$ cat src/rtl/tx_symbols_pkg.sv
// Shared symbol constants, framer state encoding and lane-broadcast helper
// for the transmit lane framer.
package tx_symbols_pkg;

    localparam logic [7:0] SYM_STP = 8'hFB;
    localparam logic [7:0] SYM_SDP = 8'h5C;
    localparam logic [7:0] SYM_END = 8'hFD;
    localparam logic [7:0] SYM_EDB = 8'hFE;
    localparam logic [7:0] SYM_SKP = 8'h1C;
    localparam logic [7:0] SYM_IDL = 8'h7C;
    localparam logic [7:0] SYM_FTS = 8'h3C;
    localparam logic [7:0] SYM_COM = 8'hBC;

    // Widest lane count the broadcast helper supports; callers truncate.
    localparam int MAX_LANES = 16;

    typedef enum logic [2:0] {
        IDLE,
        STP,
        DATA,
        DROP,
        END,
        SKP_COM,
        SKP
    } state_t;

    function automatic logic [8*MAX_LANES-1:0] replicate_sym(input logic [7:0] sym);
        return {MAX_LANES{sym}};
    endfunction

endpackage

$ cat src/rtl/skp_scheduler.sv
// Free-running SKP interval counter; raises a sticky request on each wrap
// and flags a request that lands while the previous one is still waiting.
module skp_scheduler #(
    parameter int INTERVAL = 1180
) (
    input  logic clk,
    input  logic reset,
    input  logic clear,
    output logic pending,
    output logic overrun
);

    localparam int W = $clog2(INTERVAL);
    localparam logic [W-1:0] LAST = W'(INTERVAL - 1);

    logic [W-1:0] count;
    logic         wrap;

    assign wrap = (count == LAST);

    always_ff @(posedge clk) begin
        if (reset) begin
            count   <= '0;
            pending <= 1'b0;
            overrun <= 1'b0;
        end else begin
            count   <= wrap ? '0 : count + W'(1);
            overrun <= wrap && pending;
            // A fresh request wins over the clear issued by SKP_COM.
            if (wrap)
                pending <= 1'b1;
            else if (clear)
                pending <= 1'b0;
        end
    end

endmodule

$ cat src/rtl/tx_lane_framer.sv
// Frames a packet stream onto LANES byte lanes with STP/END/EDB delimiters,
// IDL filler and periodic COM+SKP ordered sets taken only between packets.
module tx_lane_framer
    import tx_symbols_pkg::*;
#(
    parameter int LANES        = 2,
    parameter int SKP_INTERVAL = 1180,
    parameter int SKP_LEN      = 3
) (
    input  logic               clk,
    input  logic               reset,
    input  logic [8*LANES-1:0] in_data,
    input  logic               in_valid,
    input  logic               in_last,
    output logic               in_ready,
    output logic [8*LANES-1:0] out_data,
    output logic [LANES-1:0]   out_k,
    output logic               out_valid,
    output logic               skp_overrun
);

    state_t     state;
    logic [1:0] seq_cnt;
    logic       skp_pending;
    logic       skp_clear;

    function automatic logic [8*LANES-1:0] bcast(input logic [7:0] sym);
        return (8*LANES)'(replicate_sym(sym));
    endfunction

    assign in_ready  = (state == DATA) || (state == DROP);
    assign skp_clear = (state == SKP_COM);

    skp_scheduler #(
        .INTERVAL (SKP_INTERVAL)
    ) u_skp_scheduler (
        .clk     (clk),
        .reset   (reset),
        .clear   (skp_clear),
        .pending (skp_pending),
        .overrun (skp_overrun)
    );

    always_ff @(posedge clk) begin
        if (reset) begin
            state     <= IDLE;
            seq_cnt   <= '0;
            out_data  <= bcast(SYM_IDL);
            out_k     <= '1;
            out_valid <= 1'b0;
        end else begin
            // NOTE: non-blocking defaults first, then per-state overrides; the
            // last assignment in program order wins, so every path registers a
            // defined value and no path needs a full else-chain.
            out_data  <= bcast(SYM_IDL);
            out_k     <= '1;
            out_valid <= 1'b0;

            case (state)
                IDLE: begin
                    if (skp_pending)
                        state <= SKP_COM;
                    else if (in_valid)
                        state <= STP;
                end
                STP: begin
                    out_data <= bcast(SYM_STP);
                    state    <= DATA;
                end
                DATA: begin
                    if (in_valid) begin
                        out_data  <= in_data;
                        out_k     <= '0;
                        out_valid <= 1'b1;
                        if (in_last)
                            state <= END;
                    end else begin
                        out_data <= bcast(SYM_EDB);
                        state    <= DROP;
                    end
                end
                DROP: begin
                    // Remainder of an aborted packet is swallowed until its last word.
                    if (in_valid && in_last)
                        state <= IDLE;
                end
                END: begin
                    out_data <= bcast(SYM_END);
                    state    <= IDLE;
                end
                SKP_COM: begin
                    out_data <= bcast(SYM_COM);
                    seq_cnt  <= 2'(SKP_LEN - 1);
                    state    <= SKP;
                end
                SKP: begin
                    out_data <= bcast(SYM_SKP);
                    if (seq_cnt == 2'd0)
                        state <= IDLE;
                    else
                        seq_cnt <= seq_cnt - 2'd1;
                end
                default: state <= IDLE;
            endcase
        end
    end

endmodule

$ cat config.mk
export PLATFORM = sky130hd
export DESIGN_NAME = tx_lane_framer
export DESIGN_NICKNAME = d
export VERILOG_FILES = /design/src/rtl/tx_symbols_pkg.sv /design/src/rtl/skp_scheduler.sv /design/src/rtl/tx_lane_framer.sv
export SDC_FILE = /design/constraint.sdc
export NUM_CORES = 1
export LEC_CHECK = 0
export CAP_MARGIN = 40
export CELL_PAD_IN_SITES_DETAIL_PLACEMENT = 1
export CELL_PAD_IN_SITES_GLOBAL_PLACEMENT = 1
export CORE_AREA = 8 8 84 67
export CTS_BUF_LIST = sky130_fd_sc_hd__clkbuf_16
export CTS_CLUSTER_DIAMETER = 150
export DETAILED_ROUTE_END_ITERATION = 10
export DIE_AREA = 0 0 92 75
export PLACE_DENSITY = 0.81
export SLEW_MARGIN = 20
export SYNTH_ARGS = -nofsm -noshare
export SYNTH_HDL_FRONTEND = slang
export SYNTH_SLANG_ARGS = --single-unit
$ cat constraint.sdc
create_clock -name clk -period 2.2 [get_ports clk]
set_input_delay 0.44 -clock clk [delete_from_list [all_inputs] [get_ports clk]]
set_output_delay 0.44 -clock clk [all_outputs]
set_load 0.01 [all_outputs]
==> impl_metrics.toml, run 1 <==
[power]
ir_drop_uv = 448
power_density_nw_per_um2 = 803
p_leak_nw = 0.764
p_total_mw = 1.66

[place]
place_congestion = 0.740
dp_hpwl_um = 2650
numPortBuffers = 40
dp_slack_ns = 0.446

[timing]
max_freq_mhz = 590
finalSetupTns_ns = 0
setup_viol_count_final = 0
slew_headroom = 0.568
slew_violations = 0
worstMarginPinSlew_ns = 0.647
rsz0062_at_grt = "no"
timing.final.crit_period_ns = 1.70
clock_skew_ns = 0.00420
setup_slack_ns = 0.505
hold_viol_final = 0
finalCritPeriodShare = 0.771

[floorplanning]
start_util = 0.338
fp-row-count = 21
dieArea_um2 = 6900
die_width_um = 92
fp.dieH_um = 75
boundaryPins = 41
core-area_um2 = 4310

[synth]
synth_compound_area_frac = 0.108
synth_xor_area_frac = 0.0541
syn_area_um2 = 1460
synth_edf_count = 0
ys_ff_latch = 36
yosys_warnings = 0
yosys.area_share.adder = 0.0172
ys.flop_type = "dfxtp_1"
avgSynthCellArea_um2 = 8.93
synthMuxAreaShare = 0
synth-seq-area-share = 0.495
syn_nets = 185
synth-simple-area-share = 0.273
synth_top_family_by_area = "simple AND/OR/NAND/NOR gates"
synth.distinct_cells = 34
syn_inst = 163
async_flop_share = 0

[drt]
wl_per_cell_um = 14.1
antenna_left = 0
routed_wirelength_um = 3690
initialDrtViolationCount = 82
drcViolationCount = 0
viasPerCell = 4.78
drt-pass1-iter-count = 4
dr_total_vias = 1252

[run]
cap_violations = 0

[cts]
post_cts_resize_count = 0
ctsRootBufferMaster = "clkbuf_16"
cts_buffers = 5
post-cts-setup-buffer-count = 0
clk_pin_slew_ns = 0.05
cts_buffer_depth = 2
clkLatencyLatePin_ns = 0.28
cts.sinks = 36
postCtsHoldBufs = 0
cts_tree = "yes"
htreeDepth = 2

[worst_setup_path]
path_class = "reg2out"
rr_endpoint = "seq_cnt[1]"
path_buf_inv = 1
ff2ff_setup_slack_ns = 0.58
worst_setup_path_end_kind = "output pin"
required_ns = 1.76
worst_path_dominant_cell_family = "buffers and inverters"
slowest_stage = "clkdlybuf4s50_1"
critPathLaunchType = "flop"
r2r_cells = 3
cp.arrival_ns = 1.26
r2r-start = "state[0]"
cp_cell_sequence = "nor2b_1 -> clkdlybuf4s50_1"
slowest_delay_ns = 0.54
crit_path_max_fanout = 2

[worst_hold_path]
min_path_cells = 1
holdCritPathClass = "reg2reg"
min_to = "u_skp_scheduler.count[0]"
min_from = "u_skp_scheduler.count[0]"

[layout]
diodes = 0
drive_gt1_frac = 0.0634
utilization = 0.480
final_nets = 226
layout.area.seq_um2 = 721
multiInputGateArea_um2 = 659
synthToLayoutAreaGrowth_pct = 42.0
nFillCells = 508

[global_routing]
grt_pass1_vias = 1310
grt.total_usage = 0.114
overflow = 0
grt_pass1_wl_um = 6220
grt_max_degree = 19
grt_antenna_before_repair = 0

[run_status]
status = "completed"
## cell usage in the layout, fill, tap and decap left out, types with 6 or more instances in the layout
master,synthesis,routed
clkdlybuf4s50_1,0,40
dfxtp_1,36,36
nor2_1,22,22
o21ai_1,9,9
nand3_1,9,9
nand2b_1,8,8
inv_1,6,7
a21oi_1,7,7
or2_1,6,6
xor2_1,6,6
## Yosys cell counts, drive strengths merged (3+ instances only)
cell type | n | area share
nand3 | 9 | 0.031
nor2 | 23 | 0.061
buf | 7 | 0.029
xor2 | 6 | 0.036
or2 | 6 | 0.026
nor2b | 5 | 0.021
a21oi | 7 | 0.024
a221oi | 3 | 0.022
nor3 | 4 | 0.014
clkbuf | 3 | 0.0077
o21ai | 12 | 0.041
dfxtp | 36 | 0.49
xnor2 | 3 | 0.018
inv | 6 | 0.015
nand2b | 8 | 0.034
nand2 | 5 | 0.013
nand4 | 4 | 0.017
## layer usage
metal | routed length, um | vias up | track usage
li1 | - | 634 | -
met1 | 1680 | 575 | 0.126
met2 | 1730 | 39 | 0.194
met3 | 216 | 4 | 0.0359
met4 | 67 | 0 | 0.0676
met5 | 0 | - | 0
## metrics by stage
step                instances  cell area, um2  hold WS (ns)
floorplan                 163            1460         0.426
detailed placement        254            1900         0.446
finish                    262            2070         0.457
global route              262            2070         0.499
CTS                       262            2070         0.458
global placement          254            1900         0.439
## state kept, by name (all words and copies together), names as in the netlist
signal and count:
out_data 16, u_skp_scheduler.count 11, state 3, seq_cnt 2, out_k 1, out_valid 1
u_skp_scheduler.overrun 1, u_skp_scheduler.pending 1
## power by group
group	total [mW]	switching, mW	internal, mW
Sequential	0.694	0.0138	0.680
Clock	0.777	0.249	0.527
Combinational	0.190	0.0889	0.102
## cell type report
| type | instances | share of cell area |
|---|---|---|
| timing repair buffer | 44 | 0.208 |
| clock buffer | 5 | 0.0605 |
| multi-input combinational | 111 | 0.319 |
| inverter | 6 | 0.0109 |
| clock inverter | 3 | 0.0188 |
| sequential | 36 | 0.348 |
| tap | 57 | 0.0345 |
## worst max-delay path by stage
stage	start	endpoint	slack, ns	depth (start not counted)
floorplan	u_skp_scheduler.count[0]	u_skp_scheduler.count[2]	0.89	6
global placement	in_valid	out_data[4]	0.51	3
detailed placement	in_valid	state[1]	0.45	5
CTS	state[1]	in_ready	0.48	2
global route	u_skp_scheduler.count[0]	u_skp_scheduler.count[2]	0.40	5
finish	state[1]	in_ready	0.50	2
## cell families (layout without fill, tap and decap cells)
| kind of cell | count (synthesis) | after routing |
|---|---|---|
| and+or+nand+nor | 74 | 74 |
| xor gates and xnor gates | 9 | 9 |
| DFF | 36 | 36 |
| AOI/OAI and AO/OA | 26 | 26 |
| adders and majority gates | 2 | 2 |
| buffers and inverters | 16 | 58 |
(Power assumes the default switching activity.)
==> inputs of run 2 (changes only) <==
CORE_AREA = 8 8 89 71   (was 8 8 84 67)
DIE_AREA = 0 0 97 79   (was 0 0 92 75)
PLACE_DENSITY = 0.75   (was 0.81)
clock period = 1.4 ns   (was 2.2 ns; I/O delays follow)
==> impl_metrics.toml, run 2 (same netlist as run 1, synthesis figures left out) <==
[run_status]
status = "completed"

[worst_setup_path]
cp_cell_sequence = "ha_4 -> nor4bb_2 -> nand4_1 -> nand2b_4 -> clkbuf_16 -> nor2_1"
slowest_delay_ns = 0.36
r2r_cells = 6
r2r-start = "u_skp_scheduler.count[1]"
critPathLaunchType = "flop"
cp.depth = 6
path_class = "reg2reg"
crit_path_end = "u_skp_scheduler.count[3]"
path_buf_inv = 1
crit_path_max_fanout = 5
cp.arrival_ns = 1.52
rr_endpoint = "u_skp_scheduler.count[3]"
worst_setup_path_end_kind = "flop"
ff2ff_setup_slack_ns = 0.05
slowest_stage = "dfxtp_2"
required_ns = 1.57
worst_path_dominant_cell_family = "simple AND/OR/NAND/NOR gates"
crit_path_start = "u_skp_scheduler.count[1]"

[drt]
routed_wirelength_um = 4060
viasPerCell = 4.72
antenna_left = 0
dr_total_vias = 1318
drcViolationCount = 0
initialDrtViolationCount = 61
wl_per_cell_um = 14.5
drt-pass1-iter-count = 4

[global_routing]
overflow = 0
grt_max_degree = 15
grt_pass1_wl_um = 6620
grt.total_usage = 0.108
grt_antenna_before_repair = 0
grt_pass1_vias = 1333

[floorplanning]
start_util = 0.289
dieArea_um2 = 7660
fp.dieH_um = 79
core-area_um2 = 5040
die_width_um = 97
fp-row-count = 23
boundaryPins = 41

[layout]
synthToLayoutAreaGrowth_pct = 52.2
drive_gt1_frac = 0.161
largest_register_ffs = 16
diodes = 0
top_register = "out_data"
final_common_cell = "dfxtp_1"
final_area_um2 = 2220
instances_no_fill = 279
reg_top3 = "out_data: 16 flops, u_skp_scheduler.count: 11 flops, state: 3 flops"
nFillCells = 582
multiInputGateArea_um2 = 703
final_nets = 238
layout_common_cells = "dfxtp_1, nor2_1, clkdlybuf4s50_1"
layout.area.seq_um2 = 726

[timing]
worstMarginPinSlew_ns = 0.317
hold_viol_final = 0
timing.final.crit_period_ns = 1.35
slew_headroom = 0.789
setup_viol_count_final = 0
finalSetupTns_ns = 0
clock_skew_ns = 0.00549
finalCritPeriodShare = 0.968
slew_violations = 0
max_freq_mhz = 738
rsz0062_at_grt = "yes"
setup_slack_ns = 0.0452

[place]
placedCellCount = 269
dp_slack_ns = -0.165
dp_hpwl_um = 3040
numPortBuffers = 40
place_congestion = 0.766
placed_cell_area_um2 = 2010

[cts]
htreeDepth = 2
postCtsHoldBufs = 0
cts_tree = "yes"
cts_buffers = 5
clkLatencyLatePin_ns = 0.28
clk_pin_slew_ns = 0.05
cts_buffer_depth = 2
cts.sinks = 36
ctsRootBufferMaster = "clkbuf_16"

[power]
ir_drop_uv = 529
power_density_nw_per_um2 = 1100
p_leak_nw = 0.881

[worst_hold_path]
holdCritPathClass = "reg2reg"
min_from = "seq_cnt[1]"

[run]
cap_violations = 0
run 2: cell types whose count changed in the layout (fill, tap and decap cells not counted), sizes merged:
cell / change
dlygate4sd2: +17
buf: +11
bufinv: -1
dlymetal6s2s: +4
clkbuf: +1
inv: +1
clkdlybuf4s50: -21
run 2: metal layers:
metal / GRT usage / wire length [um] / vias up
met2: 0.150 / 1700 / 40
met4: 0.0597 / 72 / 0
met3: 0.0407 / 262 / 5
met1: 0.141 / 2020 / 617
met5: 0 / 0 / -
li1: - / - / 656
run 2: final cells by class:
class,count,area share
clock inverters,3,0.00508
clock buffers,5,0.0564
multi-input cells,111,0.317
flip-flops and latches,36,0.327
inverters,6,0.0102
repair buffers,56,0.249
well taps,62,0.0350
run 2: tightest hold or removal path: cells and delay by family, from the launching register on:
kind,cells,cell delay (ns)
flip-flops,1,0.31
buffers and inverters,1,0.07
AO/OA/AOI/OAI,1,0.06
run 2: worst min-delay path by stage:
stage | end | cells after the start
after detailed placement | seq_cnt[1] | 2
after floorplan | out_data[11] | 1
final | seq_cnt[1] | 2
after global routing | seq_cnt[1] | 2
after CTS | seq_cnt[1] | 2
after global placement | seq_cnt[1] | 2
run 2: timing repair:
item | in CTS | in global routing
buffers inserted | 0 | 1
pin swaps | 0 | 2
endpoints found under the setup margin | 20 | 21
cloned | 0 | 1
gates resized for setup | 20 | 15
run 2: through the flow:
stage,hold WS [ns],utilization,total power [mW]
floorplan,0.380,-,1.25
global placement,0.470,0.399,1.44
detailed placement,0.477,0.399,1.45
CTS,0.489,0.423,2.47
global route,0.522,0.440,2.56
finish,0.483,0.440,2.45
run 2: power by group:
| group | switching [mW] | internal (mW) | total, mW |
|---|---|---|---|
| clock | 0.385 | 0.639 | 1.02 |
| sequential | 0.0245 | 1.07 | 1.09 |
| combinational | 0.151 | 0.178 | 0.328 |
| total | 0.560 | 1.89 | 2.45 |
